**src/rtl/clint_pkg.sv**
```systemverilog
// clint_pkg: shared definitions for the machine timer / software-interrupt unit.
//   - word offsets of the memory-mapped registers
//   - handshake FSM state type
//   - reset value of mtimecmp
//   - helper telling whether an offset maps to a register
package clint_pkg;

  localparam logic [2:0] CLINT_MSIP    = 3'd0;
  localparam logic [2:0] CLINT_CMP_LO  = 3'd1;
  localparam logic [2:0] CLINT_CMP_HI  = 3'd2;
  localparam logic [2:0] CLINT_TIME_LO = 3'd3;
  localparam logic [2:0] CLINT_TIME_HI = 3'd4;

  localparam logic [63:0] MTIMECMP_RST = 64'hFFFF_FFFF_FFFF_FFFF;

  typedef enum logic {
    ST_IDLE = 1'b0,
    ST_RESP = 1'b1
  } clint_st_t;

  // Offsets above CLINT_TIME_HI are unmapped.
  function automatic logic clint_addr_mapped(input logic [2:0] addr);
    return (addr <= CLINT_TIME_HI);
  endfunction

endpackage

```
**src/rtl/clint_prescaler.sv**
```systemverilog
// clint_prescaler: divides clk down to the mtime increment rate.
//   clk       in  : clock, rising edge
//   rst       in  : synchronous active-high reset
//   time_halt in  : freezes the divider (debug halt)
//   tick      out : one-cycle pulse when the divider wraps TICK_DIV-1 -> 0
module clint_prescaler #(
  parameter int unsigned TICK_DIV = 1
) (
  input  logic clk,
  input  logic rst,
  input  logic time_halt,
  output logic tick
);

  localparam logic [15:0] LAST = 16'(TICK_DIV - 32'd1);

  logic [15:0] cnt_q;
  logic [15:0] cnt_d;
  logic        wrap_s;

  // Next divider value and the wrap pulse; a halted divider neither moves nor ticks.
  always_comb begin
    cnt_d  = cnt_q;
    wrap_s = 1'b0;
    if (time_halt) begin
      cnt_d  = cnt_q;
      wrap_s = 1'b0;
    end else if (cnt_q == LAST) begin
      cnt_d  = 16'd0;
      wrap_s = 1'b1;
    end else begin
      cnt_d  = cnt_q + 16'd1;
      wrap_s = 1'b0;
    end
  end

  // Divider counter register.
  always_ff @(posedge clk) begin
    if (rst) begin
      cnt_q <= 16'd0;
    end else begin
      cnt_q <= cnt_d;
    end
  end

  assign tick = wrap_s;

endmodule

```
**src/rtl/clint_timer.sv**
```systemverilog
// clint_timer: mtime/mtimecmp/msip registers behind a single-outstanding
// request/response port, driving the machine timer and software interrupts.
//   clk, rst                       : clock, synchronous active-high reset
//   req_valid/req_ready/req_we     : request handshake and direction
//   req_addr, req_wdata            : word offset and write data
//   resp_valid/resp_ready          : response handshake
//   resp_rdata, resp_err           : read data (0 for writes), unmapped-offset flag
//   time_halt                      : freezes prescaler and mtime
//   Soft_interrupt, Timer_interrupt: interrupt request levels
module clint_timer
  import clint_pkg::*;
#(
  parameter int unsigned TICK_DIV = 1
) (
  input  logic        clk,
  input  logic        rst,
  input  logic        req_valid,
  output logic        req_ready,
  input  logic        req_we,
  input  logic [2:0]  req_addr,
  input  logic [31:0] req_wdata,
  output logic        resp_valid,
  input  logic        resp_ready,
  output logic [31:0] resp_rdata,
  output logic        resp_err,
  input  logic        time_halt,
  output logic        Soft_interrupt,
  output logic        Timer_interrupt
);

  clint_st_t   state_q;
  logic [63:0] mtime_q, mtime_d;
  logic [63:0] mtimecmp_q, mtimecmp_d;
  logic        msip_q, msip_d;
  logic        timer_irq_q;
  logic [31:0] resp_rdata_q;
  logic        resp_err_q;

  logic        tick_s;
  logic        accept_s;
  logic        mapped_s;
  logic [31:0] rdata_s;

  clint_prescaler #(
    .TICK_DIV (TICK_DIV)
  ) u_prescaler (
    .clk       (clk),
    .rst       (rst),
    .time_halt (time_halt),
    .tick      (tick_s)
  );

  // In RESP a new request can only enter when the current response leaves.
  assign req_ready  = (state_q == ST_IDLE) || resp_ready;
  assign accept_s   = req_valid && req_ready;
  assign mapped_s   = clint_addr_mapped(req_addr);
  assign resp_valid = (state_q == ST_RESP);

  // Read mux over the pre-update register values.
  always_comb begin
    rdata_s = 32'd0;
    case (req_addr)
      CLINT_MSIP:    rdata_s = {31'd0, msip_q};
      CLINT_CMP_LO:  rdata_s = mtimecmp_q[31:0];
      CLINT_CMP_HI:  rdata_s = mtimecmp_q[63:32];
      CLINT_TIME_LO: rdata_s = mtime_q[31:0];
      CLINT_TIME_HI: rdata_s = mtime_q[63:32];
      default:       rdata_s = 32'd0;
    endcase
  end

  // Register next state: a bus write to an mtime half overrides (and loses) a same-cycle tick.
  always_comb begin
    mtime_d    = tick_s ? (mtime_q + 64'd1) : mtime_q;
    mtimecmp_d = mtimecmp_q;
    msip_d     = msip_q;
    if (accept_s && req_we) begin
      case (req_addr)
        CLINT_MSIP:    msip_d             = req_wdata[0];
        CLINT_CMP_LO:  mtimecmp_d[31:0]   = req_wdata;
        CLINT_CMP_HI:  mtimecmp_d[63:32]  = req_wdata;
        CLINT_TIME_LO: mtime_d            = {mtime_q[63:32], req_wdata};
        CLINT_TIME_HI: mtime_d            = {req_wdata, mtime_q[31:0]};
        default:       msip_d             = msip_q;
      endcase
    end else begin
      msip_d = msip_q;
    end
  end

  // Timer state and the registered compare.
  always_ff @(posedge clk) begin
    if (rst) begin
      mtime_q     <= 64'd0;
      mtimecmp_q  <= MTIMECMP_RST;
      msip_q      <= 1'b0;
      timer_irq_q <= 1'b0;
    end else begin
      mtime_q     <= mtime_d;
      mtimecmp_q  <= mtimecmp_d;
      msip_q      <= msip_d;
      timer_irq_q <= (mtime_q >= mtimecmp_q);
    end
  end

  // Handshake FSM with its registered response payload.
  always_ff @(posedge clk) begin
    if (rst) begin
      state_q      <= ST_IDLE;
      resp_rdata_q <= 32'd0;
      resp_err_q   <= 1'b0;
    end else begin
      case (state_q)
        ST_IDLE: state_q <= accept_s ? ST_RESP : ST_IDLE;
        ST_RESP: begin
          if (accept_s) begin
            state_q <= ST_RESP;
          end else if (resp_ready) begin
            state_q <= ST_IDLE;
          end else begin
            state_q <= ST_RESP;
          end
        end
        default: state_q <= ST_IDLE;
      endcase
      if (accept_s) begin
        resp_rdata_q <= req_we ? 32'd0 : rdata_s;
        resp_err_q   <= !mapped_s;
      end else begin
        resp_rdata_q <= resp_rdata_q;
        resp_err_q   <= resp_err_q;
      end
    end
  end

  assign resp_rdata      = resp_rdata_q;
  assign resp_err        = resp_err_q;
  assign Soft_interrupt  = msip_q;
  assign Timer_interrupt = timer_irq_q;

endmodule
```
**config.mk**
```make
export PLATFORM = sky130hd
export DESIGN_NAME = clint_timer
export DESIGN_NICKNAME = d
export VERILOG_FILES = /design/src/rtl/clint_pkg.sv /design/src/rtl/clint_prescaler.sv /design/src/rtl/clint_timer.sv
export SDC_FILE = /design/constraint.sdc
export NUM_CORES = 1
export LEC_CHECK = 0
export ABC_AREA = 1
export CAP_MARGIN = 20
export CORE_UTILIZATION = 57
export CTS_CLUSTER_DIAMETER = 100
export DETAILED_ROUTE_END_ITERATION = 10
export GPL_TIMING_DRIVEN = 0
export PLACE_DENSITY = 0.77
export SETUP_SLACK_MARGIN = 0.02
export SLEW_MARGIN = 40
export SYNTH_ARGS = -nofsm -noshare
export SYNTH_HDL_FRONTEND = slang
export SYNTH_SLANG_ARGS = --single-unit
```
**constraint.sdc**
```tcl
create_clock -name clk -period 5.6 [get_ports clk]
set_input_delay 0.84 -clock clk [delete_from_list [all_inputs] [get_ports clk]]
set_output_delay 0.84 -clock clk [all_outputs]
set_load 0.01 [all_outputs]
```
==> results of run 1 <==
[registers in the layout, summed over array words and instances, names as in the netlist]
register,count
Soft_interrupt,1
Timer_interrupt,1
mtime_q,64
mtimecmp_q,64
resp_err,1
resp_rdata,32
resp_valid,1
u_prescaler.cnt_q,16
[metal layers]
layer | up-vias | global-route usage [%] | share of wire (%)
li1 | 6157 | - | -
met1 | 6269 | 62.1 | 37
met2 | 1153 | 73.3 | 41
met3 | 254 | 15.4 | 15
met4 | 0 | 33.0 | 7.4
met5 | - | 0 | 0
[path summary, 6_finish.rpt]
kind | end | slack [ns] | cells past startpoint
worst max-delay path | mtime_q[36] | 2.38 | 12
worst min-delay path | resp_rdata[8] | 0.47 | 2
worst min register to register | resp_rdata[8] | 0.47 | 2
worst max register to register | mtime_q[55] | 2.67 | 11
[cell type report]
class | count | area share [%]
Clock inverter | 13 | 1.04
Sequential cell | 180 | 27.2
Clock buffer | 19 | 3.26
Timing Repair Buffer | 76 | 5.74
Multi-Input combinational cell | 1294 | 51.5
Buffer | 76 | 2.65
Inverter | 218 | 6.17
Tap cell | 265 | 2.50
[cells in the mapped netlist, types with 13 or more instances]
cell and n:
inv_2 17, a22oi_1 37, o21ai_1 34, buf_2 18, nor3_1 26, nand2_1 358, nand4_1 32, nor2_1 159
inv_1 201, ha_1 67, o22ai_1 54, nor2_2 13, o21ai_0 142, clkbuf_1 45, nand3_1 92, a21oi_1 210
dfxtp_1 180
[power breakdown]
group          switching, mW  total, mW  internal (mW)
logic                  0.218      0.319          0.101
registers             0.0261       1.33           1.31
clock network          0.630       1.26          0.631
total                  0.874       2.91           2.04
[kinds of logic (layout without fill, tap and decap cells)]
logic type,count (synthesis),after routing
fa+ha+maj,67,67
simple gates,720,720
compound gates,498,498
xor+xnor,9,9
buf+inv,294,402
flops,180,180
[cells in the final DEF, fill, tap and decap left out, types with 4 or more instances in the layout]
master and instances:
a22oi_1 37, nor3_1 26, ha_1 67, nor4_1 5
xor2_1 8, nor2_2 13, nand2_2 8, inv_6 6
inv_2 17, dfxtp_1 180, o211ai_1 4, o21ai_1 34
nand4_1 32, o22ai_1 54, nand3_2 6, buf_4 8
a21oi_1 210, a211oi_1 4, nor2_4 7, clkbuf_1 43
clkbuf_2 4, nor2_1 159, nand3_1 92, clkdlybuf4s50_1 76
o21ai_0 142, buf_2 19, inv_1 201, nand2_1 358
clkbuf_16 17
[worst max-delay path: stages]
cell and delay, ns:
clkdlybuf4s50_1 0.45, inv_1 0.04, nand2_1 0.10, nand2_2 0.20, nor2_4 0.18, nand3_2 0.31
nand2_2 0.38, inv_2 0.07, buf_2 0.25, buf_2 0.29, nand2_1 0.29, a21oi_1 0.10
[through the flow]
step,setup WS (ns),area (µm²)
2_1_floorplan,3.41,11600
3_3_place_gp,2.09,12700
3_5_place_dp,2.13,12700
4_1_cts,2.55,13300
5_1_grt,2.36,13300
6_report,2.38,13300
==> impl_metrics.toml, run 1 <==
[status]
outcome = "completed"

[setup_path]
critPathLaunchType = "input port"
path_class = "input port to flop"
path_max_fanout = 10
timing.critical_path.from = "resp_ready"
critPathArrivalTime_ns = 3.53
cp.required_ns = 5.91
end_kind = "flop"
regToRegStartpoint = "mtime_q[36]"

[place]
portBuffers = 76
dp_hpwl_mm = 38.9
dp_cells = 2109
globalplace.congestion = 1.05

[sta]
slew_headroom_pct = 35.0
skew_ns = 0.0118
period_needed_ns = 3.22
rsz0062_at_grt = "no"
worstMarginPinSlew_ns = 0.976
drv_slew = 0
setup_violations = 0
fin_crit_sh_pct = 57.5
max_freq_ghz = 0.311
hold_viol = 0
whs_ns = 0.465
finalSetupTns_ns = 0

[clock_tree]
cts_tree = "built"
cts.sinks = 180
cts_setup_buffers = 0
postCtsHoldBufs = 0
insertion_delay_ns = 0.46
numCtsBuffers = 17
clkTransAtPathRegs_ns = 0.08
h-tree-depth = 4
ctsResizeCount = 0
cts_buffer_depth = 2
clockRootBuffer = "clkbuf_16"

[global_routing]
grt_pass1_vias = 12273
grt_overflow = 0
antenna_found_initial = 1
grt_usage_pct = 49.7
grt_max_degree = 18
grt_pass1_wl_mm = 74.0

[power_and_ir_drop]
finalPower_mw = 2.91
ir_drop_uv = 210
power_density_mw_per_mm2 = 220
leakage_nw = 5.69

[route]
drt_first_pass_iters = 8
vias = 13833
drt_iter0_markers = 1983
vias_per_cell = 6.46
wl_per_cell_um = 24.2
wirelength_mm = 51.8
drc = 0
antenna_left = 0

[final_layout]
drive_gt1_share_pct = 6.61
fillers = 1749
final_core_util_pct = 67.3
layout.nets = 1971
multi_input_area_mm2 = 0.00683
area_growth_pct = 14.4
register_area_mm2 = 0.00360
fin_cells = 2141
n_antenna_cell = 0

[worst_hold_path]
hold_path_class = "flop to flop"
hold_start = "resp_rdata[8]"

[die]
die_area_mm2 = 0.0209
ios = 78
die_w_um = 145
start_util_pct = 58.8
num_rows = 51
die_y_um = 145
core-area_mm2 = 0.0197

[yosys]
netlist_instances = 1768
synth_seq_cells = 180
synth_top_area_share_pct = 31.1
yosys.area.top_type = "dfxtp_1"
synth_compound_area_share_pct = 23.4
ys_top_cells_by_area = "dfxtp_1 (31%), nand2_1 (12%), a21oi_1 (9.1%)"
yosys.area_share.simple_pct = 27.6
synth_area_per_cell_um2 = 6.56
synth_edf_count = 0
synth_top_family_by_area = "simple AND/OR/NAND/NOR gates"
synthXorXnorAreaFrac_pct = 0.680
seq_area_frac_synth_pct = 31.1
synth-async-reset-ratio_pct = 0
syn_area_mm2 = 0.0116
yosys_warnings = 0
muxShareOfSynthArea_pct = 0
syn_nets = 1876
synth-adder-area-share_pct = 7.23
synth_cell_types = 44
ys.flop_type = "dfxtp_1"

[run]
maxCapViolCount = 0
Power figures use the tool's default switching activity.
==> run 2, diff against run 1 <==
- clock period: 5.6 -> 3.1 ns (I/O delays scaled with it)
==> run 2 against run 1 <==
Power is 81% higher. Clock skew grew 0.0021 ns. Clock power rose by 80%. Cell area did not move. Flip-flop and latch count did not move. Critical endpoint is now mtime_q[55]. Largest cell class unchanged.
==> impl_metrics.toml, run 2 (synthesis gave the netlist of run 1 again) <==
[clock_tree]
postCtsHoldBufs = 0
cts.sinks = 180
clockRootBuffer = "clkbuf_16"
cts_tree = "built"
insertion_delay_ns = 0.45
h-tree-depth = 4
ctsResizeCount = 0
clkTransAtPathRegs_ns = 0.08
numCtsBuffers = 17
cts_buffer_depth = 2
cts_setup_buffers = 0

[global_routing]
grt_pass1_wl_mm = 74.1
grt_pass1_vias = 12268
grt_usage_pct = 49.8
grt_max_degree = 18
grt_overflow = 0
antenna_found_initial = 1

[route]
vias = 13864
drt_iter0_markers = 1921
vias_per_cell = 6.48
wirelength_mm = 51.8
drc = 0
wl_per_cell_um = 24.2
antenna_left = 0
drt_first_pass_iters = 7

[power_and_ir_drop]
leakage_nw = 5.69
power_density_mw_per_mm2 = 396
clock_power_share_pct = 43.2
swShare_pct = 30.0
internal_power_mw = 3.68
finalPower_mw = 5.26
seqPwrFrac_pct = 45.8
power_switching_mw = 1.58
ir_drop_uv = 374
p_comb_share_pct = 11.0

[setup_path]
path_class = "flop to flop"
end_kind = "flop"
path_max_fanout = 6
cp.required_ns = 3.48
critPathArrivalTime_ns = 3.33
critPathLaunchType = "flop"

[die]
die_area_mm2 = 0.0209
num_rows = 51
die_y_um = 145
die_w_um = 145
ios = 78
start_util_pct = 58.8
core-area_mm2 = 0.0197

[sta]
fin_crit_sh_pct = 95.4
period_needed_ns = 2.96
setup_violations = 0
max_freq_ghz = 0.338
skew_ns = 0.0139
finalSetupTns_ns = 0
hold_viol = 0
slew_headroom_pct = 32.2
worstMarginPinSlew_ns = 1.02
rsz0062_at_grt = "no"
drv_slew = 0
final.setup.worst_slack_ns = 0.144

[status]
outcome = "completed"

[final_layout]
final_cell_mix = "nand2_1 (358), a21oi_1 (210), inv_1 (201)"
final_core_util_pct = 67.3
area_growth_pct = 14.4
drive_gt1_share_pct = 6.61
final_common_cell = "nand2_1"
layout.nets = 1971
n_antenna_cell = 0

[place]
portBuffers = 76
dp_hpwl_mm = 38.9
pre_cts_ws_ns = 0.00287
globalplace.congestion = 1.05

[run]
maxCapViolCount = 0

[worst_hold_path]
hold_path_class = "input port to flop"
==> run 2: stage by stage <==
| step | std cells | hold slack (ns) | area (µm²) |
|---|---|---|---|
| finish | 2141 | 0.317 | 13300 |
| global route | 2141 | 0.329 | 13300 |
| CTS | 2141 | 0.321 | 13300 |
| detailed placement | 2109 | 0.456 | 12700 |
| global placement | 2109 | 0.442 | 12700 |
| floorplan | 1768 | 0.435 | 11600 |
==> run 2: final timing paths <==
check                start                    to  cells after the start  slack (ns)
max            mtime_q[36]           mtime_q[55]                     10        0.14
min              time_halt  u_prescaler.cnt_q[1]                      2        0.32
max reg2reg    mtime_q[36]           mtime_q[55]                     10        0.14
min reg2reg  resp_rdata[8]         resp_rdata[8]                      2        0.47
==> run 2: layout make-up <==
| class | instances | area, µm² |
|---|---|---|
| Multi-Input combinational cell | 1294 | 6830 |
| Clock inverter | 13 | 138 |
| Inverter | 218 | 818 |
| Timing Repair Buffer | 76 | 761 |
| Fill cell | 1749 | 6460 |
| Clock buffer | 19 | 433 |
| Tap cell | 265 | 332 |
| Buffer | 76 | 352 |
| Sequential cell | 180 | 3600 |
==> run 2: critical path, cell delays in order, from the launching register on <==
cell	delay [ns]
dfxtp_1	0.65
inv_1	0.34
nor3_1	0.47
nand2_1	0.25
nor2_1	0.60
nand4_1	0.18
nand2_1	0.10
nand2_1	0.05
nand2_1	0.07
nand2_1	0.05
a21oi_1	0.12
==> run 2: routing by layer <==
metal	part of all wire (%)	track usage, %
met1	37	62.1
met2	41	73.4
met3	15	15.7
met4	7.3	32.6
met5	0	0
==> run 2: power groups by stage <==
stage                     combinational (mW)  clock [mW]  sequential [mW]
after global placement                 0.525           0             2.45
after detailed placement               0.540           0             2.46
after floorplan                        0.287           0             2.45
final                                  0.579        2.27             2.41
after global routing                   0.602        2.31             2.41
after CTS                              0.542        2.23             2.40
